## src/rtl/adc_frame_sequencer_pkg.sv

```systemverilog
// adc_frame_sequencer_pkg
//   Shared types and constants for the ADC frame sequencer.
//   - state_t  : frame sequencer FSM states
//   - MAX_CH   : largest channel count a frame may read
//   - CH_W     : width of the channel index / sample_ch output
//   - max_u    : unsigned maximum, used when sizing the shared cycle counter
package adc_frame_sequencer_pkg;

  typedef enum logic [2:0] {
    S_IDLE,
    S_CONVST,
    S_WAIT_HI,
    S_WAIT_LO,
    S_RD_LOW,
    S_RD_HIGH,
    S_DONE
  } state_t;

  localparam int unsigned MAX_CH = 8;
  localparam int unsigned CH_W   = $clog2(MAX_CH);

  function automatic int unsigned max_u(input int unsigned a, input int unsigned b);
    return (a > b) ? a : b;
  endfunction

endpackage

```

## src/rtl/adc_frame_sequencer_if.sv

```systemverilog
// adc_frame_sequencer_if
//   Parallel-output ADC pin bundle.
//   adc_convst  conversion start, active-high   (sequencer -> ADC)
//   adc_cs_n    chip select, active-low         (sequencer -> ADC)
//   adc_rd_n    read strobe, active-low         (sequencer -> ADC)
//   adc_busy    conversion in progress, async   (ADC -> sequencer)
//   adc_db      conversion result bus           (ADC -> sequencer)
//   modport master : the sequencer side
//   modport slave  : the ADC (or ADC model) side
interface adc_frame_sequencer_if #(
  parameter int unsigned DATA_W = 16
);

  logic              adc_convst;
  logic              adc_cs_n;
  logic              adc_rd_n;
  logic              adc_busy;
  logic [DATA_W-1:0] adc_db;

  modport master (
    output adc_convst,
    output adc_cs_n,
    output adc_rd_n,
    input  adc_busy,
    input  adc_db
  );

  modport slave (
    input  adc_convst,
    input  adc_cs_n,
    input  adc_rd_n,
    output adc_busy,
    output adc_db
  );

endinterface

```

## src/rtl/adc_frame_sequencer_sync_2ff.sv

```systemverilog
// sync_2ff
//   Two-flop synchronizer for slow, level-type signals crossing into clk.
//   Parameters: WIDTH (bits, each synchronized independently),
//               RESET_VAL (value both stages take in reset).
//   Ports: clk, rst (async, active-high), i_d (async input), o_q (synced).
module sync_2ff #(
  parameter int unsigned WIDTH     = 1,
  parameter logic        RESET_VAL = 1'b0
) (
  input  logic             clk,
  input  logic             rst,
  input  logic [WIDTH-1:0] i_d,
  output logic [WIDTH-1:0] o_q
);

  logic [WIDTH-1:0] r_meta;
  logic [WIDTH-1:0] r_sync;

  always_ff @(posedge clk or posedge rst) begin
    if (rst) begin
      r_meta <= {WIDTH{RESET_VAL}};
      r_sync <= {WIDTH{RESET_VAL}};
    end else begin
      r_meta <= i_d;
      r_sync <= r_meta;
    end
  end

  assign o_q = r_sync;

endmodule

```

## src/rtl/adc_frame_sequencer.sv

```systemverilog
// adc_frame_sequencer
//   Runs one conversion frame of the external parallel ADC per trigger:
//   CONVST pulse, BUSY rise/fall handshake (with timeout), then NUM_CH
//   CS/RD read strobes, each word presented with a 1-cycle sample_valid.
//
//   Ports:
//     clk, rst      clock; asynchronous active-high reset
//     enable        gates new triggers; an in-flight frame always completes
//     trigger       1-cycle frame start pulse
//     clr_err       clears the sticky error flags (a coincident set wins)
//     adc           ADC pin bundle (master modport)
//     sample_data   captured ADC word
//     sample_ch     channel index of sample_data
//     sample_valid  1-cycle strobe per channel
//     frame_done    1-cycle strobe when the frame completes
//     busy          high whenever the sequencer is not idle
//     err_timeout   sticky: a BUSY wait exceeded TIMEOUT_CYC cycles
//     err_overrun   sticky: trigger arrived while a frame was in progress
module adc_frame_sequencer
  import adc_frame_sequencer_pkg::*;
#(
  parameter int unsigned NUM_CH      = 3,
  parameter int unsigned DATA_W      = 16,
  parameter int unsigned CONVST_CYC  = 4,
  parameter int unsigned RD_LOW_CYC  = 3,
  parameter int unsigned RD_HIGH_CYC = 2,
  parameter int unsigned TIMEOUT_CYC = 512
) (
  input  logic                  clk,
  input  logic                  rst,
  input  logic                  enable,
  input  logic                  trigger,
  input  logic                  clr_err,
  adc_frame_sequencer_if.master adc,
  output logic [DATA_W-1:0]     sample_data,
  output logic [CH_W-1:0]       sample_ch,
  output logic                  sample_valid,
  output logic                  frame_done,
  output logic                  busy,
  output logic                  err_timeout,
  output logic                  err_overrun
);

  localparam int unsigned CNT_MAX = max_u(max_u(TIMEOUT_CYC, CONVST_CYC),
                                          max_u(RD_LOW_CYC, RD_HIGH_CYC));
  localparam int unsigned CNT_W   = $clog2(CNT_MAX + 1);

  typedef logic [CNT_W-1:0] cnt_t;

  // Counter reload values: a state lasting N cycles is entered with N-1 and
  // exits in the cycle the counter reads zero.
  localparam cnt_t LD_CONVST  = cnt_t'(CONVST_CYC - 1);
  localparam cnt_t LD_TIMEOUT = cnt_t'(TIMEOUT_CYC - 1);
  localparam cnt_t LD_RD_LOW  = cnt_t'(RD_LOW_CYC - 1);
  localparam cnt_t LD_RD_HIGH = cnt_t'(RD_HIGH_CYC - 1);

  localparam logic [CH_W-1:0] LAST_CH = CH_W'(NUM_CH - 1);

  state_t            r_state;
  state_t            w_next;
  cnt_t              r_cnt;
  cnt_t              w_cnt_next;
  logic [CH_W-1:0]   r_idx;
  logic [CH_W-1:0]   w_idx_next;

  logic              w_busy_s;
  logic              w_timeout;
  logic              w_capture;
  logic              w_overrun;

  logic              r_convst;
  logic              r_cs_n;
  logic              r_rd_n;
  logic [DATA_W-1:0] r_sample_data;
  logic [CH_W-1:0]   r_sample_ch;
  logic              r_sample_valid;
  logic              r_frame_done;
  logic              r_busy;
  logic              r_err_timeout;
  logic              r_err_overrun;

  sync_2ff #(
    .WIDTH     (1),
    .RESET_VAL (1'b0)
  ) u_busy_sync (
    .clk (clk),
    .rst (rst),
    .i_d (adc.adc_busy),
    .o_q (w_busy_s)
  );

  always_ff @(posedge clk or posedge rst) begin
    if (rst) begin
      r_state <= S_IDLE;
      r_cnt   <= '0;
      r_idx   <= '0;
    end else begin
      r_state <= w_next;
      r_cnt   <= w_cnt_next;
      r_idx   <= w_idx_next;
    end
  end

  always_comb begin
    w_next     = r_state;
    w_cnt_next = (r_cnt != '0) ? (r_cnt - cnt_t'(1)) : r_cnt;
    w_idx_next = r_idx;
    w_timeout  = 1'b0;
    w_capture  = 1'b0;
    w_overrun  = trigger && (r_state != S_IDLE);

    unique case (r_state)
      S_IDLE: begin
        if (trigger && enable) begin
          w_next     = S_CONVST;
          w_cnt_next = LD_CONVST;
          w_idx_next = '0;
        end
      end

      S_CONVST: begin
        if (r_cnt == '0) begin
          w_next     = S_WAIT_HI;
          w_cnt_next = LD_TIMEOUT;
        end
      end

      S_WAIT_HI: begin
        if (w_busy_s) begin
          w_next     = S_WAIT_LO;
          w_cnt_next = LD_TIMEOUT;
        end else if (r_cnt == '0) begin
          w_next    = S_IDLE;
          w_timeout = 1'b1;
        end
      end

      S_WAIT_LO: begin
        if (!w_busy_s) begin
          w_next     = S_RD_LOW;
          w_cnt_next = LD_RD_LOW;
        end else if (r_cnt == '0) begin
          w_next    = S_IDLE;
          w_timeout = 1'b1;
        end
      end

      S_RD_LOW: begin
        if (r_cnt == '0) begin
          w_capture = 1'b1;
          if (r_idx == LAST_CH) begin
            w_next = S_DONE;
          end else begin
            w_next     = S_RD_HIGH;
            w_cnt_next = LD_RD_HIGH;
          end
        end
      end

      S_RD_HIGH: begin
        if (r_cnt == '0) begin
          w_next     = S_RD_LOW;
          w_cnt_next = LD_RD_LOW;
          w_idx_next = r_idx + CH_W'(1);
        end
      end

      S_DONE: begin
        w_next = S_IDLE;
      end

      default: begin
        w_next = S_IDLE;
      end
    endcase
  end

  // Pin and status outputs are decoded from the next state and registered,
  // so each output is valid in exactly the cycles its state occupies and
  // no input reaches an output combinationally.
  always_ff @(posedge clk or posedge rst) begin
    if (rst) begin
      r_convst       <= 1'b0;
      r_cs_n         <= 1'b1;
      r_rd_n         <= 1'b1;
      r_sample_data  <= '0;
      r_sample_ch    <= '0;
      r_sample_valid <= 1'b0;
      r_frame_done   <= 1'b0;
      r_busy         <= 1'b0;
      r_err_timeout  <= 1'b0;
      r_err_overrun  <= 1'b0;
    end else begin
      r_convst       <= (w_next == S_CONVST);
      r_cs_n         <= !((w_next == S_RD_LOW) || (w_next == S_RD_HIGH));
      r_rd_n         <= (w_next != S_RD_LOW);
      r_frame_done   <= (w_next == S_DONE);
      r_busy         <= (w_next != S_IDLE);
      r_sample_valid <= w_capture;

      if (w_capture) begin
        r_sample_data <= adc.adc_db;
        r_sample_ch   <= r_idx;
      end

      if (w_timeout) begin
        r_err_timeout <= 1'b1;
      end else if (clr_err) begin
        r_err_timeout <= 1'b0;
      end

      if (w_overrun) begin
        r_err_overrun <= 1'b1;
      end else if (clr_err) begin
        r_err_overrun <= 1'b0;
      end
    end
  end

  assign adc.adc_convst = r_convst;
  assign adc.adc_cs_n   = r_cs_n;
  assign adc.adc_rd_n   = r_rd_n;

  assign sample_data  = r_sample_data;
  assign sample_ch    = r_sample_ch;
  assign sample_valid = r_sample_valid;
  assign frame_done   = r_frame_done;
  assign busy         = r_busy;
  assign err_timeout  = r_err_timeout;
  assign err_overrun  = r_err_overrun;

endmodule

```

## src/flat_wrapper.sv

```systemverilog
// flat-port wrapper written by rule: the top's interface ports become plain ports
module adc_frame_sequencer_flat import adc_frame_sequencer_pkg::*;
#(
  parameter int unsigned NUM_CH      = 3,
  parameter int unsigned DATA_W      = 16,
  parameter int unsigned CONVST_CYC  = 4,
  parameter int unsigned RD_LOW_CYC  = 3,
  parameter int unsigned RD_HIGH_CYC = 2,
  parameter int unsigned TIMEOUT_CYC = 512
)
  (clk, rst, enable, trigger, clr_err, sample_data, sample_ch, sample_valid, frame_done, busy, err_timeout, err_overrun, adc_adc_convst, adc_adc_cs_n, adc_adc_rd_n, adc_adc_busy, adc_adc_db);
  adc_frame_sequencer_if #(.DATA_W(DATA_W)) adc_i ();
  input  logic clk;
  input  logic rst;
  input  logic enable;
  input  logic trigger;
  input  logic clr_err;
  output logic [DATA_W-1:0] sample_data;
  output logic [CH_W-1:0] sample_ch;
  output logic sample_valid;
  output logic frame_done;
  output logic busy;
  output logic err_timeout;
  output logic err_overrun;
  output wire logic [$bits(adc_i.adc_convst)-1:0] adc_adc_convst;
  output wire logic [$bits(adc_i.adc_cs_n)-1:0] adc_adc_cs_n;
  output wire logic [$bits(adc_i.adc_rd_n)-1:0] adc_adc_rd_n;
  input wire logic [$bits(adc_i.adc_busy)-1:0] adc_adc_busy;
  input wire logic [$bits(adc_i.adc_db)-1:0] adc_adc_db;
  assign adc_adc_convst = adc_i.adc_convst;
  assign adc_adc_cs_n = adc_i.adc_cs_n;
  assign adc_adc_rd_n = adc_i.adc_rd_n;
  assign adc_i.adc_busy = adc_adc_busy;
  assign adc_i.adc_db = adc_adc_db;
  adc_frame_sequencer #(.NUM_CH(NUM_CH), .DATA_W(DATA_W), .CONVST_CYC(CONVST_CYC), .RD_LOW_CYC(RD_LOW_CYC), .RD_HIGH_CYC(RD_HIGH_CYC), .TIMEOUT_CYC(TIMEOUT_CYC)) u_core (.clk(clk), .rst(rst), .enable(enable), .trigger(trigger), .clr_err(clr_err), .adc(adc_i), .sample_data(sample_data), .sample_ch(sample_ch), .sample_valid(sample_valid), .frame_done(frame_done), .busy(busy), .err_timeout(err_timeout), .err_overrun(err_overrun));
endmodule
```

## config.mk

```make
export PLATFORM = sky130hd
export DESIGN_NAME = adc_frame_sequencer_flat
export DESIGN_NICKNAME = d
export VERILOG_FILES = /design/src/rtl/adc_frame_sequencer_pkg.sv /design/src/rtl/adc_frame_sequencer_if.sv /design/src/rtl/adc_frame_sequencer_sync_2ff.sv /design/src/rtl/adc_frame_sequencer.sv /design/src/flat_wrapper.sv
export SDC_FILE = /design/constraint.sdc
export NUM_CORES = 1
export LEC_CHECK = 0
export ABC_AREA = 1
export BUFFER_PORTS_ARGS = -buffer_cell sky130_fd_sc_hd__buf_2
export CAP_MARGIN = 20
export CORE_MARGIN = 10
export CORE_UTILIZATION = 26
export DETAILED_ROUTE_END_ITERATION = 10
export GPL_TIMING_DRIVEN = 0
export PLACE_DENSITY = 0.4
export RECOVER_POWER = 50
export SLEW_MARGIN = 0
export SYNTH_ARGS = -nofsm -noshare
export SYNTH_HDL_FRONTEND = slang
export SYNTH_HIERARCHICAL = 1
export SYNTH_SLANG_ARGS = --single-unit
```

## constraint.sdc

```tcl
create_clock -name clk -period 3 [get_ports clk]
set_input_delay 0.15 -clock clk [delete_from_list [all_inputs] [get_ports clk]]
set_output_delay 0.15 -clock clk [all_outputs]
set_load 0.1 [all_outputs]
```

[After elaboration in Yosys (flattened, before gate mapping)]
Index checks and enable logic that the tools add are counted.
Widths: inputs -> output; s select.
Word-level totals
  flip-flop bits (word level): 45
  bits of input ports: 22
Cells by class
  add/sub/neg operators: 2
  equal/unequal tests: 13
  muxes and demuxes: 29
  reduce and logical (&&, ||, !) cells: 13
Operator list (count)
  $mux 10: 8
  $pmux 10 s6: 1
  $mux 3: 9
  $pmux 3 s6: 1
  $eq 3x3->1 const B: 5
  $logic_not 10->1: 1
  $reduce_bool 10->1: 1
  $sub 10x1->10 const B: 1
  $eq 3x2->1 const B: 3
  $mux 1: 7
  $eq 3x1->1 const B: 2
  $pmux 3 s2: 1
  $reduce_bool 2->1: 3
  $reduce_bool 3->1: 2
  $ne 2x1->1 const B: 2
  $add 3x1->3 const B: 1
  $logic_not 3->1: 1
  $ne 3x3->1 const B: 1
  $reduce_and 3->1: 1
  $logic_and 1x1->1: 2
  $mux 2: 1
  $pmux 1 s2: 1
  $logic_not 1->1: 1
  $logic_or 1x1->1: 1

[Logic depth before layout (Yosys ltp)]
  depth in word-level cells: 7
  gate-level depth with buffers: 12
  mapped depth without buffers: 12

[By module]
Netlist, hierarchy kept.
By module, submodules not included
  adc_frame_sequencer: times used 1, cells an instance 282, area an instance 2268.4 um^2
  sync_2ff: times used 1, cells an instance 3, area an instance 53.8 um^2

[Worst setup path before layout]
Ideal clock, no wire load.
  path kind: reg-to-reg
  start: register u_core.r_cnt[0]
  end: register u_core.r_cnt[0]
  arrival time: 1819 ps
  slack: 1055 ps
  stages on the path, launching flop included: 13
  path buffers: 1
  clock period less this slack: 1945 ps
  path through: dfrtp_1 -> inv_1 -> ha_1 -> inv_1 -> nor2_1 -> nand3_2 -> buf_2 -> ha_1 -> inv_1 -> nand3_1 -> nand4_1 -> nor2_1 -> nand3_1
Between the ends
  cells in the longest elaborated chain, start to end: 5
RTL lines
  start: declaration: RTL line adc_frame_sequencer.sv:61  | cnt_t r_cnt;
  start signal: assignment: RTL line adc_frame_sequencer.sv:99  | r_cnt <= w_cnt_next;
  $sub 10x1->10 or $reduce_bool 10->1 (tied branches): RTL line adc_frame_sequencer.sv:106  | w_cnt_next = (r_cnt != '0) ? (r_cnt - cnt_t'(1)) : r_cnt;
  $mux 10: RTL line adc_frame_sequencer.sv:106
  $mux 10: RTL line adc_frame_sequencer.sv:151  | if (r_idx == LAST_CH) begin
  $mux 10: RTL line adc_frame_sequencer.sv:149  | if (r_cnt == '0) begin
  $pmux 10 s6 (*): RTL line adc_frame_sequencer.sv:112  | unique case (r_state)
  via u_core.w_cnt_next[0]: RTL line adc_frame_sequencer.sv:62  | cnt_t w_cnt_next;
The timed path passes the listed nets; every way through them passes the cells marked *.
A chain may end at the register's enable or synchronous reset.

[Final worst setup path]
Ends and elaborated chain as after synthesis.

==> qor.csv <==
stage,metric,value,unit
detailed_routing,post_drt_wl_per_cell,12.9,um
yosys,yosysTopAreaCellShare,0.463,
worst_setup_path,end_kind,flop,
yosys,synthFlopType,dfrtp_1,
final_layout,multiInputGateArea,1000,um2
power,pwr-share-comb,0.037,
min_path,min_from,adc_adc_db[3],
yosys,syn_avg_cell_area,8.15,um2
yosys,synth-simple-area-share,0.320,
yosys,synth_compound_area_frac,0.0641,
sta,rsz0062_at_grt,false,
clock_network,clk_latency,0.29,ns
worst_setup_path,critPathMaxFanout,11,
global_route,first_global_vias,1999,
yosys,synth_area,2320,um2
yosys,synth_area_leader_cell,dfrtp_1,
final_layout,syn2layout_area_growth,21.9,%
yosys,yosysWarnings,6,
yosys,synth_fa_ha_area_frac,0.0323,
yosys,ys_types,32,
yosys,netlist_top_cells_area,"dfrtp_1, nand2_1, inv_1",
yosys,synthArstFlopShare,1.00,
sta,final-setup-viol-count,0,
detailed_routing,drt-pass1-iter-count,4,
yosys,synth.mux.area_fraction,0,
sta,hold_viol_final,0,
detailed_routing,drc_errors,0,
yosys,synth.most_common_cell,nand2_1,
yosys,ys_seq_elements,45,
floorplanning,start_util,0.266,
clock_network,cts-root-buf,clkbuf_8,
flow_run,maxCapViolCount,0,
yosys,ys_seq_area_frac,0.486,
detailed_routing,vias,1931,
power,intPower,0.871,mW
worst_setup_path,start_kind,flop,
sta,hold_slack,0.0493,ns
detailed_routing,routed_wl,5810,um
sta,post-route-period-util,0.762,
power,p_leak,1.39,nW
status,status,completed,
floorplanning,core,8720,um2
clock_network,cts_tree,yes,
yosys,synth_cells,285,
floorplanning,die_w,115,um
final_layout,drive_above_1_share,0.212,
sta,finalWorstPathRequiredPeriod,2.29,ns
global_route,grt_usage,0.0897,
power,swShare,0.214,
power,finalPower,1.11,mW
sta,tightest_slew,1.20,ns
sta,report.final.slew_viol_count,0,
worst_setup_path,required,3.18,ns
worst_setup_path,cp-startpoint,u_core/r_cnt[0],
detailed_routing,antenna_left,0,
worst_setup_path,critPathArrivalTime,2.47,ns
floorplanning,rows,34,
power,power_frac_seq,0.550,
floorplanning,ios,49,
worst_setup_path,r2r_start,u_core/r_cnt[0],
detailed_routing,vias_per_cell,4.27,
clock_network,post_cts_buffers,0,
final_layout,nets,371,
clock_network,holdBufCountCts,2,
floorplanning,dieArea,13100,um2
worst_setup_path,path_class,reg -> reg,
yosys,synthXorXnorAreaFrac,0.0151,
sta,finClkSkew,0.00885,ns
clock_network,cts.sinks,45,
yosys,synth_edf_count,0,
final_layout,nFillCells,932,
detailed_routing,drtIter0Drc,58,
global_route,grt_pass1_wl,9630,um
final_layout,finalInstanceArea,2830,um2
power,worst_ir_drop_vdd,155,uV
final_layout,antennaDiodeCount,0,
final_layout,regArea,1130,um2
global_route,antenna_found_initial,0,
clock_network,cts_made_buffers,5,
power,power.net_switching,0.238,mW
clock_network,clk_pin_slew,0.09,ns
placed_design,port_buffers,48,
min_path,hold_path.class,in -> reg,
sta,fmax,438,MHz
yosys,ys_top_cells_by_count,"nand2_1, dfrtp_1, inv_1",
placed_design,placed_area,2720,um2
yosys,synth_fp_nets,313,
clock_network,ctsLongestPathBuffers,2,
sta,slew_headroom,0.206,
placed_design,globalplace.congestion,0.835,
clock_network,cts_resized,0,
global_route,grt-ovfl-total,0,
floorplanning,die-height,115,um
power,cellPowerDensity,391,nW/um2
global_route,grt_max_degree,30,
clock_network,htree_levels,2,
sta,tns,0,ns
yosys,synth_top_family_by_area,simple AND/OR/NAND/NOR gates,
power,clkPwrFrac,0.414,
placed_design,hpwlAfterDp,4490,um
[worst max-delay path, stage by stage, from the launching register on]
cell	delay, ns
dfrtp_1	0.43
inv_1	0.15
ha_1	0.19
inv_1	0.05
nor2_1	0.12
nand3_2	0.25
buf_2	0.31
ha_1	0.29
inv_1	0.04
nand3_1	0.07
nand4_1	0.10
nor2_1	0.09
nand3_1	0.07
[per-layer routing]
layer,vias up,GRT usage,part of all wire,routed length [um]
met2,30,0.142,0.47,2750
met4,0,0.0284,0.015,85
li1,1008,-,-,-
met1,887,0.112,0.46,2670
met3,6,0.0288,0.052,305
met5,-,0,0,0
[layout by cell type, fill, tap and decap left out, drive strengths merged]
master / instances
nand2: 104
dfrtp: 43
buf: 43
inv: 39
nand3: 22
nor2: 19
clkbuf: 17
o21ai: 15
a21oi: 7
ha: 6
nor3: 6
nand4: 6
xor2: 3
clkinv: 2
dlygate4sd3: 2
o22ai: 2
dfstp: 2
bufinv: 1
o211ai: 1
or2: 1
o21a: 1
a211oi: 1
xnor2: 1
[area by class of cell]
class                      instances  area share
buffer                             5      0.0141
sequential                        45       0.399
clock inverter                     2      0.0124
multi-input combinational        195       0.354
inverter                          40      0.0535
clock buffer                       6      0.0256
timing repair buffer              51      0.0941
tap                              108      0.0477
[state kept, by name, indices dropped and copies added, names as in the netlist, 3 cells and up]
name,flops
u_core/r_state,3
u_core/r_cnt,10
u_core/sample_data,16
u_core/sample_ch,3
u_core/r_idx,3
[stage by stage]
step	worst slack, ns	cells	utilization
after floorplan	1.05	285	-
after global placement	0.720	441	0.309
after detailed placement	0.724	442	0.312
after CTS	0.706	452	0.326
after global routing	0.502	452	0.325
final	0.715	452	0.325
[logic make-up after synthesis]
kind of cell / count (synthesis)
buffers and inverters: 45
AND/OR/NAND/NOR: 158
AO/OA/AOI/OAI: 27
XOR/XNOR: 4
adder cells (fa/ha/maj): 6
flip-flops: 45
[power by group through the flow]
| stage | Clock, mW | Combinational (mW) | Sequential (mW) |
|---|---|---|---|
| 2_1_floorplan | 0 | 0.0112 | 0.628 |
| 3_3_place_gp | 0 | 0.0377 | 0.621 |
| 3_5_place_dp | 0 | 0.0411 | 0.621 |
| 4_1_cts | 0.479 | 0.0431 | 0.609 |
| 5_1_grt | 0.503 | 0.0459 | 0.610 |
| 6_report | 0.459 | 0.0406 | 0.609 |
[final timing paths]
| kind | endpoint | slack [ns] | cells after the start |
|---|---|---|---|
| setup / recovery | u_core/r_cnt[0] | 0.71 | 12 |
| hold / removal | u_core/sample_data[3] | 0.05 | 3 |
| setup reg to reg | u_core/r_cnt[0] | 0.71 | 12 |
| hold reg to reg | u_core/u_busy_sync/o_q | 0.36 | 0 |
| max in group asynchronous | u_core/adc.adc_cs_n | 1.89 | 4 |
| min in group asynchronous | u_core/u_busy_sync/r_meta | 0.23 | 3 |
Power figures use the tool's default switching activity.
